--- config.mk ---
export PLATFORM = sky130hd
export DESIGN_NAME = calculator_core_flat
export DESIGN_NICKNAME = d
export VERILOG_FILES = /design/src/rtl/calculator_pkg.sv /design/src/rtl/calculator_core_if.sv /design/src/rtl/calc_muldiv.sv /design/src/rtl/calculator_core.sv /design/src/flat_wrapper.sv
export SDC_FILE = /design/constraint.sdc
export NUM_CORES = 1
export LEC_CHECK = 0
export ABC_AREA = 1
export CORE_MARGIN = 5
export CORE_UTILIZATION = 60
export DETAILED_ROUTE_END_ITERATION = 6
export GPL_ROUTABILITY_DRIVEN = 1
export HOLD_SLACK_MARGIN = 0.02
export PLACE_DENSITY = 0.82
export SLEW_MARGIN = 20
export SYNTH_ARGS = -nofsm -noshare
export SYNTH_HDL_FRONTEND = slang
export SYNTH_SLANG_ARGS = --single-unit
export TNS_END_PERCENT = 100
--- constraint.sdc ---
create_clock -name clk -period 3 [get_ports clk]
set_clock_uncertainty 0.15 [all_clocks]
set_input_delay 0.9 -clock clk [delete_from_list [all_inputs] [get_ports clk]]
set_output_delay 0.9 -clock clk [all_outputs]
set_load 0.05 [all_outputs]
--- src/rtl/calculator_pkg.sv ---
// Shared opcode encoding, FSM state codes and width helpers for the calculator core.
package calculator_pkg;

    typedef enum logic [3:0] {
        OpAdd = 4'd0,
        OpSub = 4'd1,
        OpAnd = 4'd2,
        OpOr  = 4'd3,
        OpXor = 4'd4,
        OpNot = 4'd5,
        OpShl = 4'd6,
        OpShr = 4'd7,
        OpSra = 4'd8,
        OpMul = 4'd9,
        OpDiv = 4'd10
    } opcode_e;

    // StEval is the one-cycle single-cycle-ALU stage between accept and DONE.
    localparam logic [1:0] StIdle = 2'd0;
    localparam logic [1:0] StEval = 2'd1;
    localparam logic [1:0] StExec = 2'd2;
    localparam logic [1:0] StDone = 2'd3;

    localparam int unsigned DefaultWordLength = 8;

    function automatic int unsigned shamt_width(input int unsigned word_length);
        return $clog2(word_length);
    endfunction

    localparam int unsigned DefaultShamtWidth = shamt_width(DefaultWordLength);

endpackage

--- src/rtl/calculator_core_if.sv ---
// Operand/opcode request and result handshake bundle of the calculator core.
interface calculator_core_if #(
    parameter int unsigned Word_Length = 8
);
    logic [Word_Length-1:0] A;
    logic [Word_Length-1:0] B;
    logic [3:0]             Control;
    logic                   In_Valid;
    logic                   In_Ready;
    logic [Word_Length-1:0] C;
    logic [Word_Length-1:0] C_High;
    logic                   Carry;
    logic                   Overflow;
    logic                   Zero;
    logic                   Error;
    logic                   Out_Valid;
    logic                   Out_Ready;

    modport master (
        output A, B, Control, In_Valid, Out_Ready,
        input  In_Ready, C, C_High, Carry, Overflow, Zero, Error, Out_Valid
    );

    modport slave (
        input  A, B, Control, In_Valid, Out_Ready,
        output In_Ready, C, C_High, Carry, Overflow, Zero, Error, Out_Valid
    );
endinterface

--- src/rtl/calc_muldiv.sv ---
// Iterative unsigned shift-add multiplier / restoring divider, Word_Length steps per op.
module calc_muldiv #(
    parameter int unsigned Word_Length = 8
) (
    input  logic                   clk,
    input  logic                   reset,
    input  logic                   start_i,
    input  logic                   div_i,
    input  logic [Word_Length-1:0] a_i,
    input  logic [Word_Length-1:0] b_i,
    output logic                   done_o,
    output logic [Word_Length-1:0] lo_o,
    output logic [Word_Length-1:0] hi_o
);
    localparam int unsigned W    = Word_Length;
    localparam int unsigned CntW = $clog2(W);
    localparam logic [CntW-1:0] LastCnt = CntW'(W - 1);

    logic [2*W-1:0]  acc_q, acc_d, step_acc;
    logic [W-1:0]    b_q, b_d;
    logic [CntW-1:0] cnt_q, cnt_d;
    logic            busy_q, busy_d;
    logic            div_q, div_d;
    logic            done_q, done_d;

    logic [W:0] mul_sum;
    logic [W:0] div_rem;
    logic [W:0] div_diff;

    // Divide: partial remainder is the upper half after a one-bit left shift.
    assign mul_sum  = {1'b0, acc_q[2*W-1:W]} + {1'b0, b_q};
    assign div_rem  = acc_q[2*W-1:W-1];
    assign div_diff = div_rem - {1'b0, b_q};

    always_comb begin
        step_acc = acc_q;
        if (div_q) begin
            if (div_rem >= {1'b0, b_q}) begin
                step_acc = {div_diff[W-1:0], acc_q[W-2:0], 1'b1};
            end else begin
                step_acc = {div_rem[W-1:0], acc_q[W-2:0], 1'b0};
            end
        end else if (acc_q[0]) begin
            step_acc = {mul_sum, acc_q[W-1:1]};
        end else begin
            step_acc = {1'b0, acc_q[2*W-1:1]};
        end
    end

    always_comb begin
        acc_d  = acc_q;
        b_d    = b_q;
        cnt_d  = cnt_q;
        busy_d = busy_q;
        div_d  = div_q;
        done_d = 1'b0;
        if (start_i) begin
            acc_d  = {{W{1'b0}}, a_i};
            b_d    = b_i;
            div_d  = div_i;
            cnt_d  = '0;
            busy_d = 1'b1;
        end else if (busy_q) begin
            acc_d = step_acc;
            cnt_d = cnt_q + CntW'(1);
            if (cnt_q == LastCnt) begin
                busy_d = 1'b0;
                done_d = 1'b1;
            end
        end
    end

    always_ff @(posedge clk or negedge reset) begin
        if (!reset) begin
            acc_q  <= '0;
            b_q    <= '0;
            cnt_q  <= '0;
            busy_q <= 1'b0;
            div_q  <= 1'b0;
            done_q <= 1'b0;
        end else begin
            acc_q  <= acc_d;
            b_q    <= b_d;
            cnt_q  <= cnt_d;
            busy_q <= busy_d;
            div_q  <= div_d;
            done_q <= done_d;
        end
    end

    assign done_o = done_q;
    assign lo_o   = acc_q[W-1:0];
    assign hi_o   = acc_q[2*W-1:W];

endmodule

--- src/rtl/calculator_core.sv ---
// Handshaked calculator: FSM, single-cycle ALU, iterative MUL/DIV and registered result.
module calculator_core
    import calculator_pkg::*;
#(
    parameter int unsigned Word_Length = 8
) (
    input  logic               clk,
    input  logic               reset,
    calculator_core_if.slave   bus
);
    localparam int unsigned W      = Word_Length;
    localparam int unsigned ShamtW = shamt_width(W);

    logic [1:0]   state_q, state_d;
    logic [W-1:0] a_q, b_q;
    logic [3:0]   op_q;

    logic [W-1:0] c_q, c_d, c_high_q, c_high_d;
    logic         carry_q, carry_d, ovf_q, ovf_d, zero_q, zero_d, err_q, err_d;
    logic         out_valid_q, out_valid_d;

    logic accept, is_iter, md_start, md_done;
    logic [W-1:0] md_lo, md_hi;

    assign accept   = bus.In_Valid && (state_q == StIdle);
    assign is_iter  = (bus.Control == OpMul) || ((bus.Control == OpDiv) && (bus.B != '0));
    assign md_start = accept && is_iter;

    calc_muldiv #(
        .Word_Length (W)
    ) u_muldiv (
        .clk     (clk),
        .reset   (reset),
        .start_i (md_start),
        .div_i   (bus.Control == OpDiv),
        .a_i     (bus.A),
        .b_i     (bus.B),
        .done_o  (md_done),
        .lo_o    (md_lo),
        .hi_o    (md_hi)
    );

    logic [ShamtW-1:0] shamt;
    logic [W:0]        add_res, sub_res;
    logic [W-1:0]      alu_c, alu_ch;
    logic              alu_carry, alu_ovf, alu_err;

    assign shamt   = b_q[ShamtW-1:0];
    assign add_res = {1'b0, a_q} + {1'b0, b_q};
    assign sub_res = {1'b0, a_q} - {1'b0, b_q};

    always_comb begin
        alu_c     = '0;
        alu_ch    = '0;
        alu_carry = 1'b0;
        alu_ovf   = 1'b0;
        alu_err   = 1'b0;
        case (op_q)
            OpAdd: begin
                alu_c     = add_res[W-1:0];
                alu_carry = add_res[W];
                alu_ovf   = (a_q[W-1] == b_q[W-1]) && (add_res[W-1] != a_q[W-1]);
            end
            OpSub: begin
                alu_c     = sub_res[W-1:0];
                alu_carry = sub_res[W];
                alu_ovf   = (a_q[W-1] != b_q[W-1]) && (sub_res[W-1] != a_q[W-1]);
            end
            OpAnd: alu_c = a_q & b_q;
            OpOr:  alu_c = a_q | b_q;
            OpXor: alu_c = a_q ^ b_q;
            OpNot: alu_c = ~a_q;
            OpShl: alu_c = a_q << shamt;
            OpShr: alu_c = a_q >> shamt;
            OpSra: alu_c = $unsigned($signed(a_q) >>> shamt);
            // Only a zero divisor reaches the single-cycle path for DIV.
            OpDiv: begin
                alu_c   = '1;
                alu_ch  = a_q;
                alu_err = 1'b1;
            end
            default: alu_err = 1'b1;
        endcase
    end

    always_comb begin
        state_d = state_q;
        unique case (state_q)
            StIdle: if (accept) state_d = is_iter ? StExec : StEval;
            StEval: state_d = StDone;
            StExec: if (md_done) state_d = StDone;
            StDone: if (bus.Out_Ready) state_d = StIdle;
            default: state_d = StIdle;
        endcase
    end

    always_comb begin
        c_d         = c_q;
        c_high_d    = c_high_q;
        carry_d     = carry_q;
        ovf_d       = ovf_q;
        zero_d      = zero_q;
        err_d       = err_q;
        out_valid_d = out_valid_q;
        if (state_q == StEval) begin
            c_d         = alu_c;
            c_high_d    = alu_ch;
            carry_d     = alu_carry;
            ovf_d       = alu_ovf;
            zero_d      = (alu_c == '0);
            err_d       = alu_err;
            out_valid_d = 1'b1;
        end else if ((state_q == StExec) && md_done) begin
            c_d         = md_lo;
            c_high_d    = md_hi;
            carry_d     = (op_q == OpMul) && (md_hi != '0);
            ovf_d       = 1'b0;
            zero_d      = (md_lo == '0);
            err_d       = 1'b0;
            out_valid_d = 1'b1;
        end else if ((state_q == StDone) && bus.Out_Ready) begin
            out_valid_d = 1'b0;
        end
    end

    always_ff @(posedge clk or negedge reset) begin
        if (!reset) begin
            state_q     <= StIdle;
            a_q         <= '0;
            b_q         <= '0;
            op_q        <= '0;
            c_q         <= '0;
            c_high_q    <= '0;
            carry_q     <= 1'b0;
            ovf_q       <= 1'b0;
            zero_q      <= 1'b1;
            err_q       <= 1'b0;
            out_valid_q <= 1'b0;
        end else begin
            state_q     <= state_d;
            if (accept) begin
                a_q  <= bus.A;
                b_q  <= bus.B;
                op_q <= bus.Control;
            end
            c_q         <= c_d;
            c_high_q    <= c_high_d;
            carry_q     <= carry_d;
            ovf_q       <= ovf_d;
            zero_q      <= zero_d;
            err_q       <= err_d;
            out_valid_q <= out_valid_d;
        end
    end

    assign bus.In_Ready  = (state_q == StIdle);
    assign bus.C         = c_q;
    assign bus.C_High    = c_high_q;
    assign bus.Carry     = carry_q;
    assign bus.Overflow  = ovf_q;
    assign bus.Zero      = zero_q;
    assign bus.Error     = err_q;
    assign bus.Out_Valid = out_valid_q;

endmodule

--- src/flat_wrapper.sv ---
// flat-port wrapper written by rule: the top's interface ports become plain ports
module calculator_core_flat import calculator_pkg::*;
#(
    parameter int unsigned Word_Length = 8
)
  (clk, reset, bus_A, bus_B, bus_Control, bus_In_Valid, bus_Out_Ready, bus_In_Ready, bus_C, bus_C_High, bus_Carry, bus_Overflow, bus_Zero, bus_Error, bus_Out_Valid);
  calculator_core_if #(.Word_Length(Word_Length)) bus_i ();
  input  logic clk;
  input  logic reset;
  input wire logic [$bits(bus_i.A)-1:0] bus_A;
  input wire logic [$bits(bus_i.B)-1:0] bus_B;
  input wire logic [$bits(bus_i.Control)-1:0] bus_Control;
  input wire logic [$bits(bus_i.In_Valid)-1:0] bus_In_Valid;
  input wire logic [$bits(bus_i.Out_Ready)-1:0] bus_Out_Ready;
  output wire logic [$bits(bus_i.In_Ready)-1:0] bus_In_Ready;
  output wire logic [$bits(bus_i.C)-1:0] bus_C;
  output wire logic [$bits(bus_i.C_High)-1:0] bus_C_High;
  output wire logic [$bits(bus_i.Carry)-1:0] bus_Carry;
  output wire logic [$bits(bus_i.Overflow)-1:0] bus_Overflow;
  output wire logic [$bits(bus_i.Zero)-1:0] bus_Zero;
  output wire logic [$bits(bus_i.Error)-1:0] bus_Error;
  output wire logic [$bits(bus_i.Out_Valid)-1:0] bus_Out_Valid;
  assign bus_i.A = bus_A;
  assign bus_i.B = bus_B;
  assign bus_i.Control = bus_Control;
  assign bus_i.In_Valid = bus_In_Valid;
  assign bus_i.Out_Ready = bus_Out_Ready;
  assign bus_In_Ready = bus_i.In_Ready;
  assign bus_C = bus_i.C;
  assign bus_C_High = bus_i.C_High;
  assign bus_Carry = bus_i.Carry;
  assign bus_Overflow = bus_i.Overflow;
  assign bus_Zero = bus_i.Zero;
  assign bus_Error = bus_i.Error;
  assign bus_Out_Valid = bus_i.Out_Valid;
  calculator_core #(.Word_Length(Word_Length)) u_core (.clk(clk), .reset(reset), .bus(bus_i));
endmodule
==> results_dict.tcl <==
set metrics [dict create \
    fin_setup_tns_ns 0 \
    hold_class "reg -> reg" \
    run_status "completed" \
    final_cells 1092 \
    rows 36 \
    max_slew.worst_pin.slew_ns 0.781 \
    hold_viol 0 \
    synthTopCellsByCount "nand2_1, inv_1, nand3_1, dfrtp_1, o21ai_0" \
    synth_nets 975 \
    grt_max_degree 53 \
    grt_pass1_wl_mm 31.5 \
    synth_area_sq_um 5980 \
    avgSynthCellArea_sq_um 6.65 \
    clk_path_buf_depth 2 \
    diodes 0 \
    path_class "reg -> reg" \
    yosys.area.top_type "dfrtp_1" \
    hold_buffers 0 \
    antenna_found_initial 0 \
    grt_overflow 0 \
    die_w_microns 110 \
    post_cts_resized 1 \
    max_freq_mhz 355 \
    fin_crit_ns 2.82 \
    synth_top_area_share 0.302 \
    ys.flop_type "dfrtp_1" \
    cp_data_required_time_ns 3.15 \
    drt-initial-drc-count 707 \
    final_nets 1030 \
    clock_latency_ns 0.35 \
    ant_nets 0 \
    num_io_pins 46 \
    grt_pass1_vias 5928 \
    cp_max_fo 5 \
    viasPerCell 5.94 \
    routedWlPerCell_microns 18.3 \
    synth_cell_type_count 39 \
    synth.ff_latch_count 73 \
    period_share 0.939 \
    syn2layout_area_growth_pct 14.7 \
    ctsRootBufferMaster "clkbuf_8" \
    drc 0 \
    clock-sinks 73 \
    die_h_microns 110 \
    path_clk_slew_ns 0.08 \
    vias 6488 \
    numCtsBuffers 9 \
    synth_most_common_cell "nand2_1" \
    cp_data_arrival_time_ns 2.96 \
    cap_violations 0 \
    htreeDepth 3 \
    regArea_sq_um 1830 \
    multi_input_area_sq_um 3560 \
    async_flop_share 1.00 \
    gp_congestion 1.02 \
    synthTopCellsByArea "dfrtp_1, nand2_1, ha_1, inv_1, nand3_1" \
    critPathLaunchType "flop" \
    wl_mm 20.0 \
    slew_headroom 0.480 \
    dp.cells 1076 \
    fillCellCount 890 \
    cts_tree "yes" \
    netlist_instances 899 \
    coreArea_sq_um 9730 \
    port_buffers 45 \
    critPathCaptureType "flop" \
    setup_viol 0 \
    r2r_slack_ns 0.18 \
    grt_setup_unrepaired "false" \
    start_util 0.614 \
    grt_usage 0.342 \
    ys_seq_area_frac 0.306 \
    drv_slew 0 \
    synth_edf_count 0 \
    drtPass1Iterations 6 \
    drive_gt1_frac 0.0615 \
    ys.warnings.count 0 \
    dpl.hpwl_mm 15.8 \
    cts_setup_buffers 0 \
    dieArea_sq_um 12100 \
]
-- metal layers --
metal,part of all wire,global-route usage,up-vias
li1,-,-,3056
met1,0.42,0.493,2925
met2,0.42,0.498,452
met3,0.13,0.0969,55
met4,0.025,0.102,0
met5,0,0,-
-- metrics by stage --
stage / area, sq um / hold WS [ns] / util / setup WS (ns)
global placement: 6680 / 0.317 / 0.686 / 0.0591
detailed placement: 6680 / 0.327 / 0.686 / -0.0523
finish: 6860 / 0.346 / 0.705 / 0.184
floorplan: 5980 / 0.317 / - / 0.585
global route: 6860 / 0.388 / 0.705 / 0.0244
CTS: 6860 / 0.347 / 0.705 / 0.248
-- area by class of cell --
| cell class | count | share of cell area |
|---|---|---|
| timing repair buffer | 73 | 0.0973 |
| clock buffer | 10 | 0.0201 |
| clock inverter | 6 | 0.00621 |
| multi-input combinational | 677 | 0.520 |
| inverter | 120 | 0.0657 |
| sequential | 73 | 0.267 |
| tap | 133 | 0.0243 |
-- critical path, stage by stage, from the launching register on --
cell     delay [ns]
dfrtp_1        0.49
ha_1           0.29
fa_1           0.48
inv_1          0.11
nand3_1        0.11
nand3_1        0.10
nand2_1        0.08
nand3_1        0.09
nand2_1        0.13
nor2_1         0.30
nand3_1        0.12
nor2_1         0.16
nor2_1         0.06
nor2_1         0.09
-- registers in the layout, summed over array words and instances (netlist names), 2 cells and up --
name and cells:
u_core.b_q 8, u_core.u_muldiv.b_q 8, u_core.u_muldiv.acc_q 16, u_core.bus.C 8, u_core.state_q 2, u_core.bus.C_High 8, u_core.u_muldiv.cnt_q 3, u_core.a_q 8
u_core.op_q 4
-- path summary, 6_finish.rpt --
kind | from | endpoint | cells after the start
setup / recovery | u_core.b_q[0] | u_core.bus.Zero | 13
hold / removal | u_core.bus.Overflow | u_core.bus.Overflow | 2
setup reg to reg | u_core.b_q[0] | u_core.bus.Zero | 13
hold reg to reg | u_core.bus.Overflow | u_core.bus.Overflow | 2
max in group asynchronous | reset | u_core.b_q[2] | 2
min in group asynchronous | reset | u_core.bus.Overflow | 1
-- placed cells by master, fill, tap and decap left out, types with 11 or more instances in the layout --
cell             synthesis  routed
nand3_1                 74      74
o211ai_1                15      15
dfrtp_1                 72      72
nand4_1                 19      19
a21oi_1                 43      43
clkdlybuf4s50_1          0      43
nand2_1                278     278
buf_4                    3      27
inv_1                  111     111
o22ai_1                 11      11
o21ai_0                 70      70
nor2_1                  67      67
ha_1                    48      48
-- cells by family after synthesis --
logic type,share of synthesized area
flip-flops,0.306
buffers and inverters,0.0978
AND/OR/NAND/NOR,0.317
AO/OA/AOI/OAI,0.155
adder cells (fa/ha/maj),0.114
multiplexers,0.00168
XOR/XNOR,0.00879
Power is left out: the tool's default activity adds up to more than one toggle a clock period on the data nets, which glitch-free logic cannot reach.
